File: config.mk
export PLATFORM = sky130hd
export DESIGN_NAME = sort_serializer_flat
export DESIGN_NICKNAME = d
export VERILOG_FILES = /design/src/rtl/sort_serializer_if.sv /design/src/rtl/sort_serializer.sv /design/src/flat_wrapper.sv
export SDC_FILE = /design/constraint.sdc
export NUM_CORES = 1
export LEC_CHECK = 0
export BUFFER_PORTS_ARGS = -buffer_cell sky130_fd_sc_hd__buf_2
export CAP_MARGIN = 30
export CELL_PAD_IN_SITES_DETAIL_PLACEMENT = 1
export CELL_PAD_IN_SITES_GLOBAL_PLACEMENT = 2
export CORE_UTILIZATION = 34
export CTS_CLUSTER_DIAMETER = 200
export DETAILED_ROUTE_END_ITERATION = 12
export GPL_TIMING_DRIVEN = 0
export PLACE_DENSITY = 0.91
export SLEW_MARGIN = 20
export SYNTH_ARGS = -nofsm -noshare
export SYNTH_HDL_FRONTEND = slang
export SYNTH_SLANG_ARGS = --single-unit
File: constraint.sdc
create_clock -name clk -period 3.4 [get_ports clk]
set_clock_uncertainty 0.2 [all_clocks]
set_input_delay 0.68 -clock clk [delete_from_list [all_inputs] [get_ports clk]]
set_output_delay 0.68 -clock clk [all_outputs]
set_load 0.05 [all_outputs]
File: src/rtl/sort_serializer_if.sv
// Handshake bundle between the sorter output register and the lane serializer.
// The slave modport is the serializer's view; the master modport is its environment.
interface sort_serializer_if #(
  parameter int NUM_VALS = 5,
  parameter int SIZE     = 16
);
  localparam int IDX_W = (NUM_VALS > 1) ? $clog2(NUM_VALS) : 1;

  logic [NUM_VALS*SIZE-1:0] in;
  logic                     in_valid;
  logic                     in_ready;
  logic [SIZE-1:0]          out_data;
  logic                     out_valid;
  logic                     out_ready;
  logic [IDX_W-1:0]         out_index;
  logic                     out_last;

  modport master (
    output in, in_valid, out_ready,
    input  in_ready, out_data, out_valid, out_index, out_last
  );

  modport slave (
    input  in, in_valid, out_ready,
    output in_ready, out_data, out_valid, out_index, out_last
  );
endinterface

File: src/rtl/sort_serializer.sv
// Captures one descending-sorted frame of NUM_VALS lanes and streams it out lane 0 first,
// reloading on the final-lane handshake so consecutive frames stream without a bubble.
module sort_serializer #(
  parameter int NUM_VALS = 5,
  parameter int SIZE     = 16
) (
  input  logic               clk,
  input  logic               rst,
  sort_serializer_if.slave   bus
);
  localparam int              IDX_W    = (NUM_VALS > 1) ? $clog2(NUM_VALS) : 1;
  localparam logic [IDX_W-1:0] LAST_IDX = IDX_W'(NUM_VALS - 1);

  typedef enum logic {IDLE, SEND} state_e;
  typedef logic [NUM_VALS-1:0][SIZE-1:0] frame_t;

  state_e           state_q, state_d;
  frame_t           buf_q, buf_d;
  logic [IDX_W-1:0] idx_q, idx_d, idx_nxt;
  logic [SIZE-1:0]  out_data_q, out_data_d;
  logic             out_valid_q, out_valid_d;
  logic             out_last_q, out_last_d;

  logic             xfer;
  logic             in_ready;
  logic             capture;

  assign xfer     = out_valid_q & bus.out_ready;
  // A new frame may enter while idle or exactly as the final lane leaves.
  assign in_ready = ~rst & ((state_q == IDLE) | (xfer & out_last_q));
  assign capture  = bus.in_valid & in_ready;
  assign idx_nxt  = idx_q + IDX_W'(1);

  always_comb begin
    // NOTE: every always_comb output gets a default first so no path can infer a latch.
    state_d     = state_q;
    buf_d       = buf_q;
    idx_d       = idx_q;
    out_data_d  = out_data_q;
    out_valid_d = out_valid_q;
    out_last_d  = out_last_q;

    case (state_q)
      IDLE: ;
      SEND: begin
        if (xfer) begin
          if (out_last_q) begin
            state_d     = IDLE;
            out_valid_d = 1'b0;
            out_last_d  = 1'b0;
            idx_d       = '0;
          end else begin
            idx_d       = idx_nxt;
            out_data_d  = buf_q[idx_nxt];
            out_last_d  = (idx_nxt == LAST_IDX);
          end
        end
      end
      default: state_d = IDLE;
    endcase

    // Capture overrides the end-of-frame return to IDLE, giving the no-gap handover.
    if (capture) begin
      state_d     = SEND;
      buf_d       = bus.in;
      idx_d       = '0;
      out_data_d  = bus.in[SIZE-1:0];
      out_valid_d = 1'b1;
      out_last_d  = (LAST_IDX == '0);
    end
  end

  always_ff @(posedge clk) begin
    if (rst) begin
      state_q     <= IDLE;
      // NOTE: the frame buffer is cleared too, so an aborted frame can never resurface.
      buf_q       <= '0;
      idx_q       <= '0;
      out_data_q  <= '0;
      out_valid_q <= 1'b0;
      out_last_q  <= 1'b0;
    end else begin
      // NOTE: sequential state uses non-blocking assignment so all flops update together.
      state_q     <= state_d;
      buf_q       <= buf_d;
      idx_q       <= idx_d;
      out_data_q  <= out_data_d;
      out_valid_q <= out_valid_d;
      out_last_q  <= out_last_d;
    end
  end

  assign bus.in_ready  = in_ready;
  assign bus.out_data  = out_data_q;
  assign bus.out_valid = out_valid_q;
  assign bus.out_index = idx_q;
  assign bus.out_last  = out_last_q;

  a_valid_tracks_state: assert property (@(posedge clk) disable iff (rst)
    out_valid_q == (state_q == SEND));

  a_idx_in_range: assert property (@(posedge clk) disable iff (rst)
    idx_q <= LAST_IDX);

  a_last_flag: assert property (@(posedge clk) disable iff (rst)
    out_last_q == (out_valid_q && (idx_q == LAST_IDX)));

  a_hold_under_stall: assert property (@(posedge clk) disable iff (rst)
    (out_valid_q && !bus.out_ready) |=>
      ($stable(out_data_q) && $stable(idx_q) && $stable(out_last_q) && out_valid_q));
endmodule
File: src/flat_wrapper.sv
// flat-port wrapper written by rule: the top's interface ports become plain ports
module sort_serializer_flat 
#(
  parameter int NUM_VALS = 5,
  parameter int SIZE     = 16
)
  (clk, rst, bus_in, bus_in_valid, bus_out_ready, bus_in_ready, bus_out_data, bus_out_valid, bus_out_index, bus_out_last);
  sort_serializer_if #(.NUM_VALS(NUM_VALS), .SIZE(SIZE)) bus_i ();
  input  logic clk;
  input  logic rst;
  input wire logic [$bits(bus_i.in)-1:0] bus_in;
  input wire logic [$bits(bus_i.in_valid)-1:0] bus_in_valid;
  input wire logic [$bits(bus_i.out_ready)-1:0] bus_out_ready;
  output wire logic [$bits(bus_i.in_ready)-1:0] bus_in_ready;
  output wire logic [$bits(bus_i.out_data)-1:0] bus_out_data;
  output wire logic [$bits(bus_i.out_valid)-1:0] bus_out_valid;
  output wire logic [$bits(bus_i.out_index)-1:0] bus_out_index;
  output wire logic [$bits(bus_i.out_last)-1:0] bus_out_last;
  assign bus_i.in = bus_in;
  assign bus_i.in_valid = bus_in_valid;
  assign bus_i.out_ready = bus_out_ready;
  assign bus_in_ready = bus_i.in_ready;
  assign bus_out_data = bus_i.out_data;
  assign bus_out_valid = bus_i.out_valid;
  assign bus_out_index = bus_i.out_index;
  assign bus_out_last = bus_i.out_last;
  sort_serializer #(.NUM_VALS(NUM_VALS), .SIZE(SIZE)) u_core (.clk(clk), .rst(rst), .bus(bus_i));
endmodule
; Yosys cells after proc, flatten, opt, wreduce, memory -nomap -nowiden
; Cells that the tools add are included.
[word_totals]
register_bits = 102
input_bits = 84
output_inout_bits = 22
word_cells = 44
[op_classes]
n_addsub = 1
magnitude_cmp = 1
n_eq_ne = 2
n_mux = 16
bitwise = 7
reduce_logical = 7
[op_table]
columns = operator, count
row1 = two-way mux 16 bit, 5
row2 = binary-select mux 16 bit (select 3 bit), 1
row3 = two-way mux 1 bit, 9
row4 = AND reduction 3 bit, 2
row5 = nonzero test 2 bit, 3
row6 = AND 1 bit, 4
row7 = < comparator 3 x 4 -> 1 bit (second input constant), 1
row8 = adder 3 x 1 -> 3 bit (second input constant), 1
row9 = == test 3 bit (second input constant), 1
row10 = two-way mux 3 bit, 1
row11 = != test 2 bit (second input constant), 1
row12 = inverter 1 bit, 2
row13 = AND reduction 2 bit, 1
row14 = OR reduction 2 bit, 1
row15 = OR 1 bit, 1

; Depth between registers and ports, before layout
; Gate-level depths: netlist of run 1.
[depth]
word_depth = 7
ltp_mapped = 8
mapped_depth_nobuf = 6

; Worst setup path after synthesis of run 1
; OpenSTA, ideal clock, no wires.
[synth_timing]
path_type = reg-to-output
from = register u_core.out_last_q (netlist: u_core.bus.out_last)
to = output bus_in_ready
arrival_ns = 1.824
required_time_ns = 2.520
slack_ns = 0.696
stages_incl_launch_ff = 4
n_path_buf = 1
path_cell_list = dfxtp_1 -> buf_2 -> nand3_2 -> a21oi_1
[synth_between]
elab_chain_len = 3
[synth_rtl]
columns = item, line
row1 = start: declaration, sort_serializer.sv:22  ; logic out_last_q, out_last_d;
row2 = start signal: assignment, sort_serializer.sv:89  ; out_last_q <= out_last_d;
row3 = AND 1 bit, sort_serializer.sv:30  ; assign in_ready = ~rst & ((state_q == IDLE) | (xfer & out_last_q));
row4 = OR 1 bit, sort_serializer.sv:30
row5 = AND 1 bit, sort_serializer.sv:30
row6 = end: declaration, flat_wrapper.sv:14  ; output wire logic [$bits(bus_i.in_ready)-1:0] bus_in_ready;
; No other way between the ends.

; Final worst setup path of run 1
[layout_timing]
from = register u_core.idx_q[0] (netlist: u_core.bus.out_index[0])
to = register u_core.out_data_q[4] (netlist: u_core.bus.out_data[4])
[layout_between]
elab_chain_len = 7
[layout_rtl]
columns = item, line
row1 = start: declaration, sort_serializer.sv:19  ; logic [IDX_W-1:0] idx_q, idx_d, idx_nxt;
row2 = start signal: assignment, sort_serializer.sv:86  ; idx_q <= idx_d;
row3 = adder 3 x 1 -> 3 bit, sort_serializer.sv:32  ; assign idx_nxt = idx_q + IDX_W'(1);
row4 = binary-select mux 16 bit (select 3 bit), sort_serializer.sv:54  ; out_data_d = buf_q[idx_nxt];
row5 = two-way mux 16 bit (implied by the code), sort_serializer.sv:54
row6 = two-way mux 16 bit, sort_serializer.sv:47  ; if (out_last_q) begin
row7 = two-way mux 16 bit, sort_serializer.sv:46  ; if (xfer) begin
row8 = two-way mux 16 bit, sort_serializer.sv:43  ; case (state_q)
row9 = two-way mux 16 bit, sort_serializer.sv:63  ; if (capture) begin
row10 = end signal: assignment, sort_serializer.sv:87  ; out_data_q <= out_data_d;
row11 = end: declaration, sort_serializer.sv:20  ; logic [SIZE-1:0] out_data_q, out_data_d;
; No other way between the ends. The select of a mux whose other input is x is not followed.
; A chain may end at the register's enable or synchronous reset.

==> results_dict.tcl, run 1 <==
set metrics [dict create \
    clkLatencyLatePin_ps 340 \
    synth-compound-area-share_pct 11.86 \
    cts_tree "done" \
    area_delta_synth_final_pct 21.95 \
    critPathRequiredTime_ps 3430 \
    period_share_pct 75.49 \
    status "completed" \
    setup_tns_ps 0 \
    yosys.area_share.simple_pct 27.22 \
    crit_top_cell "ha_1" \
    end_kind "register" \
    grt_max_degree 15 \
    clk_pin_slew_ps 70 \
    die_h_um 117.2 \
    hp-class "reg -> reg" \
    postCtsSetupRepairBufs 0 \
    cts_buffers 9 \
    max_slew_margin_pct 60.65 \
    synth.avg_cell_area_um2 8.904 \
    drt-total-wl_mm 14.26 \
    power_density_mw_per_mm2 472.7 \
    synth-edff-count 0 \
    clock_path_buffers 2 \
    ctsHoldBuffers 0 \
    drt-vias-per-instance 5.075 \
    post_drt_wl_per_cell_um 17.84 \
    drive_gt1_share_pct 28.39 \
    synth_top_area_share_pct 45.23 \
    synth_xor_xnor_area_share_pct 0 \
    synth_adder_area_share_pct 0.5543 \
    grt_pass1_vias 4213 \
    async_reset_ff_share_pct 0 \
    synth_flop_cell "dfxtp_1" \
    clockRootBuffer "clkbuf_16" \
    dr_total_vias 4055 \
    cp.arrival_ps 2590 \
    netlist_area_mm2 0.004514 \
    synthTopCellsByArea "dfxtp_1, nand2_1, nand3b_1" \
    setup_violations 0 \
    cp_max_fo 10 \
    min_period_ps 2567 \
    cap_violations 0 \
    die_x_um 117.2 \
    grt_usage_pct 22.05 \
    routabilityCongestion 0.8299 \
    placed_area_mm2 0.005255 \
    ys_seq_area_share_pct 45.23 \
    slowest_delay_ps 380 \
    fin_area_mm2 0.005505 \
    worstMarginPinSlew_ps 588.1 \
    cts.repair.resized 0 \
    cpLargestDelayFamily "compound AO/OA/AOI/OAI gates" \
    drc_errors 0 \
    portBuffers 105 \
    setup.worst_path.start_class "register" \
    synthTopCellsByCount "nand2_1, dfxtp_1, nand3b_1" \
    hpwlAfterDp_mm 10.76 \
    coreArea_mm2 0.01277 \
    yosys_warnings 0 \
    antenna_found_initial 0 \
    crit_type "reg -> reg" \
    start_util_pct 35.34 \
    diodes 0 \
    fmax_ghz 0.3896 \
    die_area_mm2 0.01374 \
    p_leak_nw 2.511 \
    finalNetCount 709 \
    critPathSlowestCell "dfxtp_1" \
    rsz0062_at_grt "no" \
    grt_pass1_wl_mm 22.27 \
    grt.overflow.total 0 \
    synth_seq_cells 102 \
    synth_fp_nets 593 \
    yosysTopAreaCell "dfxtp_1" \
    finalHoldViolCount 0 \
    dr.pass1.iters 4 \
    drt_iter0_drc 227 \
    synth_top_family_by_area "simple AND/OR/NAND/NOR gates" \
    synth_mux_area_share_pct 8.897 \
    h-tree-depth 3 \
    postRouteAntennaNets 0 \
    max-vdd-ir-drop_mv 0.2354 \
    cts_sinks 102 \
    num_rows 41 \
    syn_inst 507 \
    path_cells "ha_1, ha_1, and2_1, clkbuf_1, buf_2, a22oi_1, a21oi_1, a221o_1" \
    io_pins 106 \
    timing.final.max_slew_violations 0 \
    synth_cell_types 31 \
    synth_most_common_cell "nand2_1" \
    cp_num_buf_inv 2 \
]
-- layer usage --
layer,share of wire (%),track usage [%],up-vias
li1,-,-,1969
met1,46,28.36,1940
met2,48,37.49,130
met3,5.0,4.119,16
met4,1.5,6.582,0
met5,0,0,-
-- tightest hold or removal path: stages (launching register included) --
cell     delay (ps)
dfxtp_1         310
nand2_1          50
a21oi_1          50
-- registers in the layout, indices dropped and copies added, names as in the netlist --
name and count:
u_core.state_q 1, u_core.bus.out_last 1, u_core.buf_q 80, u_core.bus.out_data 16, u_core.bus.out_index 3, u_core.bus.out_valid 1
-- final cells by class --
class / instances / area [um^2]
inverters: 3 / 11.26
clock buffers: 13 / 240.2
clock inverters: 2 / 10.01
repair buffers: 105 / 525.5
flip-flops and latches: 102 / 2042
multi-input cells: 361 / 2191
plain buffers: 41 / 270.3
well taps: 172 / 215.2
fillers: 1559 / 7268
-- final timing paths --
check / slack, ps / startpoint / depth (start not counted) / endpoint
worst min-delay path: 260 / u_core.buf_q[10]$_SDFFE_PP0P_ / 2 / u_core.buf_q[10]$_SDFFE_PP0P_
worst min register to register: 260 / u_core.buf_q[10]$_SDFFE_PP0P_ / 2 / u_core.buf_q[10]$_SDFFE_PP0P_
worst max register to register: 830 / u_core.bus.out_index[0]$_SDFFE_PP0P_ / 8 / u_core.bus.out_data[4]$_SDFFE_PP0P_
worst max-delay path: 830 / u_core.bus.out_index[0]$_SDFFE_PP0P_ / 8 / u_core.bus.out_data[4]$_SDFFE_PP0P_
-- cells in the final DEF, fill, tap and decap left out, types with 2 or more instances in the layout --
cell       instances
a21oi_1           34
a221o_1           16
a22o_1             4
a22oi_1           15
buf_2            117
buf_4              3
buf_6             12
clkbuf_1          18
clkbuf_16          9
clkinv_2           2
dfxtp_1          102
ha_1               2
inv_1              3
mux2_2            20
mux2_4            11
nand2_1          171
nand3_2            2
nand3b_1          64
nor2_1             6
nor3b_1            2
or3_1              2
-- per-stage QoR --
step	worst slack (ps)	cells	utilization [%]	total power [mW]	hold slack (ps)
after detailed placement	860.8	784	41.14	1.698	252.1
after CTS	831.0	799	43.10	2.626	263.3
after global routing	709.4	799	43.10	2.718	283.7
after global placement	902.5	784	41.14	1.686	240.7
final	833.2	799	43.10	2.602	264.1
after floorplan	696.1	507	-	1.555	233.8
-- power breakdown --
part           total [mW]  switching [mW]  internal, mW
clock network       0.929           0.437         0.492
registers            1.32          0.0457          1.27
logic               0.357           0.207         0.150
-- kinds of logic after synthesis --
kind of cell,after synthesis
compound gates,75
fa+ha+maj,2
buf+inv,44
flops,102
mux,32
simple gates,252
(Power assumes the default switching activity.)
==> run 2, diff against run 1 <==
--- a/config.mk
+++ b/config.mk
@@ -9,11 +9,11 @@
 export CAP_MARGIN = 30
 export CELL_PAD_IN_SITES_DETAIL_PLACEMENT = 1
 export CELL_PAD_IN_SITES_GLOBAL_PLACEMENT = 2
-export CORE_UTILIZATION = 34
+export CORE_UTILIZATION = 32
 export CTS_CLUSTER_DIAMETER = 200
 export DETAILED_ROUTE_END_ITERATION = 12
 export GPL_TIMING_DRIVEN = 0
-export PLACE_DENSITY = 0.91
+export PLACE_DENSITY = 0.87
 export SLEW_MARGIN = 20
 export SYNTH_ARGS = -nofsm -noshare
 export SYNTH_HDL_FRONTEND = slang
==> constraint.sdc (replaced) <==
create_clock -name clk -period 2.4 [get_ports clk]
set_clock_uncertainty 0.2 [all_clocks]
set_input_delay 0.48 -clock clk [delete_from_list [all_inputs] [get_ports clk]]
set_output_delay 0.48 -clock clk [all_outputs]
set_load 0.05 [all_outputs]
==> results_dict.tcl, run 2 (synthesis results as in run 1) <==
set metrics [dict create \
    max-vdd-ir-drop_mv 0.3491 \
    cp_max_fo 10 \
    min_period_ps 2313 \
    cap_violations 0 \
    grt_pass1_vias 4180 \
    final_common_cell "nand2_1" \
    cp.arrival_ps 2360 \
    grt_max_degree 16 \
    top_register "u_core.buf_q" \
    reg2regPathDepth 7 \
    cp_num_cells 7 \
    largest_reg_flops 80 \
    critPathRequiredTime_ps 2440 \
    startpoint "u_core.bus.out_index[0]$_SDFFE_PP0P_" \
    dr.pass1.iters 4 \
    timing.final.max_slew_violations 0 \
    period_share_pct 96.37 \
    num_rows 43 \
    drc_errors 0 \
    drt_iter0_drc 264 \
    max_slew_margin_pct 53.29 \
    finalHoldViolCount 0 \
    dr_total_vias 4029 \
    clkLatencyLatePin_ps 350 \
    cts_tree "done" \
    finalCoreUtilization_pct 40.71 \
    die_x_um 120.8 \
    antenna_found_initial 0 \
    drive_gt1_share_pct 30.73 \
    cts_buffers 9 \
    io_pins 106 \
    clock_path_buffers 2 \
    coreArea_mm2 0.01383 \
    routabilityCongestion 0.8143 \
    worstSetupEndpoint "u_core.bus.out_data[8]$_SDFFE_PP0P_" \
    portBuffers 105 \
    critPathSlowestCell "dfxtp_2" \
    diodes 0 \
    clk_pin_slew_ps 70 \
    setup.worst_path.start_class "register" \
    fin_area_mm2 0.005629 \
    finalNetCount 709 \
    reg2reg_setup_slack_ps 90 \
    placed_area_mm2 0.005271 \
    drt-total-wl_mm 14.62 \
    power_density_mw_per_mm2 693.1 \
    r2r_start "u_core.bus.out_index[0]$_SDFFE_PP0P_" \
    slowest_delay_ps 380 \
    crit_type "reg -> reg" \
    cts_sinks 102 \
    end_kind "register" \
    crit_top_cell "buf_6" \
    hp-class "in -> reg" \
    grt_pass1_wl_mm 22.45 \
    reg2reg_to "u_core.bus.out_data[8]$_SDFFE_PP0P_" \
    rsz0062_at_grt "no" \
    final_cell_mix "nand2_1, buf_2, dfxtp_1" \
    status "completed" \
    layout.cells.non_filler 808 \
    p_leak_nw 2.560 \
    setup_violations 0 \
    clockRootBuffer "clkbuf_16" \
    h-tree-depth 3 \
    fmax_ghz 0.4324 \
    post_drt_wl_per_cell_um 18.09 \
    path_cells "ha_1, buf_6, buf_6, mux2_1, a22oi_2, a21oi_1, a221o_1" \
    placedCellCount 792 \
    drt-vias-per-instance 4.986 \
    postRouteAntennaNets 0 \
    start_util_pct 32.65 \
    grt_usage_pct 20.67 \
    grt.overflow.total 0 \
    hpwlAfterDp_mm 10.94 \
    cpLargestDelayFamily "compound AO/OA/AOI/OAI gates" \
    worstMarginPinSlew_ps 698.1 \
    die_h_um 120.8 \
    area_delta_synth_final_pct 24.70 \
    cp_num_buf_inv 2 \
    die_area_mm2 0.01459 \
]
## run 2: changes by cell type in the layout (fill, tap and decap cells not counted), sizes merged
cell | previous run | this run
buf | 132 | 134
clkinvlp | 0 | 1
clkbuf | 27 | 25
clkinv | 2 | 1
bufinv | 0 | 1
## run 2: area by class of cell
| class | count | area, um^2 |
|---|---|---|
| fill | 1661 | 8198 |
| inverter | 3 | 11.26 |
| buffer | 39 | 271.5 |
| timing repair buffer | 107 | 540.5 |
| clock buffer | 13 | 260.3 |
| tap | 180 | 225.2 |
| clock inverter | 3 | 42.54 |
| sequential | 102 | 2044 |
| multi-input combinational | 361 | 2233 |
## run 2: metrics by stage
stage	power [mW]	hold slack (ps)	TNS, ps	worst slack [ps]
2_1_floorplan	2.204	233.8	0	4.400
3_3_place_gp	2.391	244.0	-239.6	-49.23
3_5_place_dp	2.409	248.4	-484.0	-89.32
4_1_cts	3.920	99.51	0	26.32
5_1_grt	4.056	114.1	0	4.079
6_report	3.902	104.8	0	87.19
## run 2: report_power, final
part           internal (mW)  total (mW)  switching [mW]  leakage [nW]
combinational          0.216       0.516           0.300          1.58
sequential              1.80        1.86          0.0644         0.839
clock                  0.866        1.52           0.656         0.146
total                   2.88        3.90            1.02          2.56
## run 2: worst register-to-register path, cell delays in order, from the launching register on
cell	delay, ps
dfxtp_2	380
ha_1	320
buf_6	170
buf_6	190
mux2_1	350
a22oi_2	220
a21oi_1	110
a221o_1	260
## run 2: per-layer routing
metal / GRT usage (%) / wire length [um] / vias up
li1: - / - / 1967
met1: 27.54 / 6857 / 1959
met4: 7.639 / 168 / 0
met3: 3.443 / 706 / 9
met2: 33.44 / 6883 / 94
met5: 0 / 0 / -
## run 2: worst min-delay path by stage
stage                                       from                            end  depth (start not counted)
floorplan           u_core.buf_q[0]$_SDFFE_PP0P_   u_core.buf_q[0]$_SDFFE_PP0P_                          2
global placement    u_core.buf_q[3]$_SDFFE_PP0P_   u_core.buf_q[3]$_SDFFE_PP0P_                          2
detailed placement  u_core.buf_q[0]$_SDFFE_PP0P_   u_core.buf_q[0]$_SDFFE_PP0P_                          2
CTS                                   bus_in[38]  u_core.buf_q[38]$_SDFFE_PP0P_                          3
global route                          bus_in[56]  u_core.buf_q[56]$_SDFFE_PP0P_                          3
finish                                bus_in[38]  u_core.buf_q[38]$_SDFFE_PP0P_                          3
## run 2: what timing repair did
action | CTS | global route
pin swaps | 0 | 1
resized for setup | 5 | 8
setup buffers | 0 | 2
endpoints found under the setup margin | 11 | 12
hold buffers | 0 | 0
cloned | 0 | 0
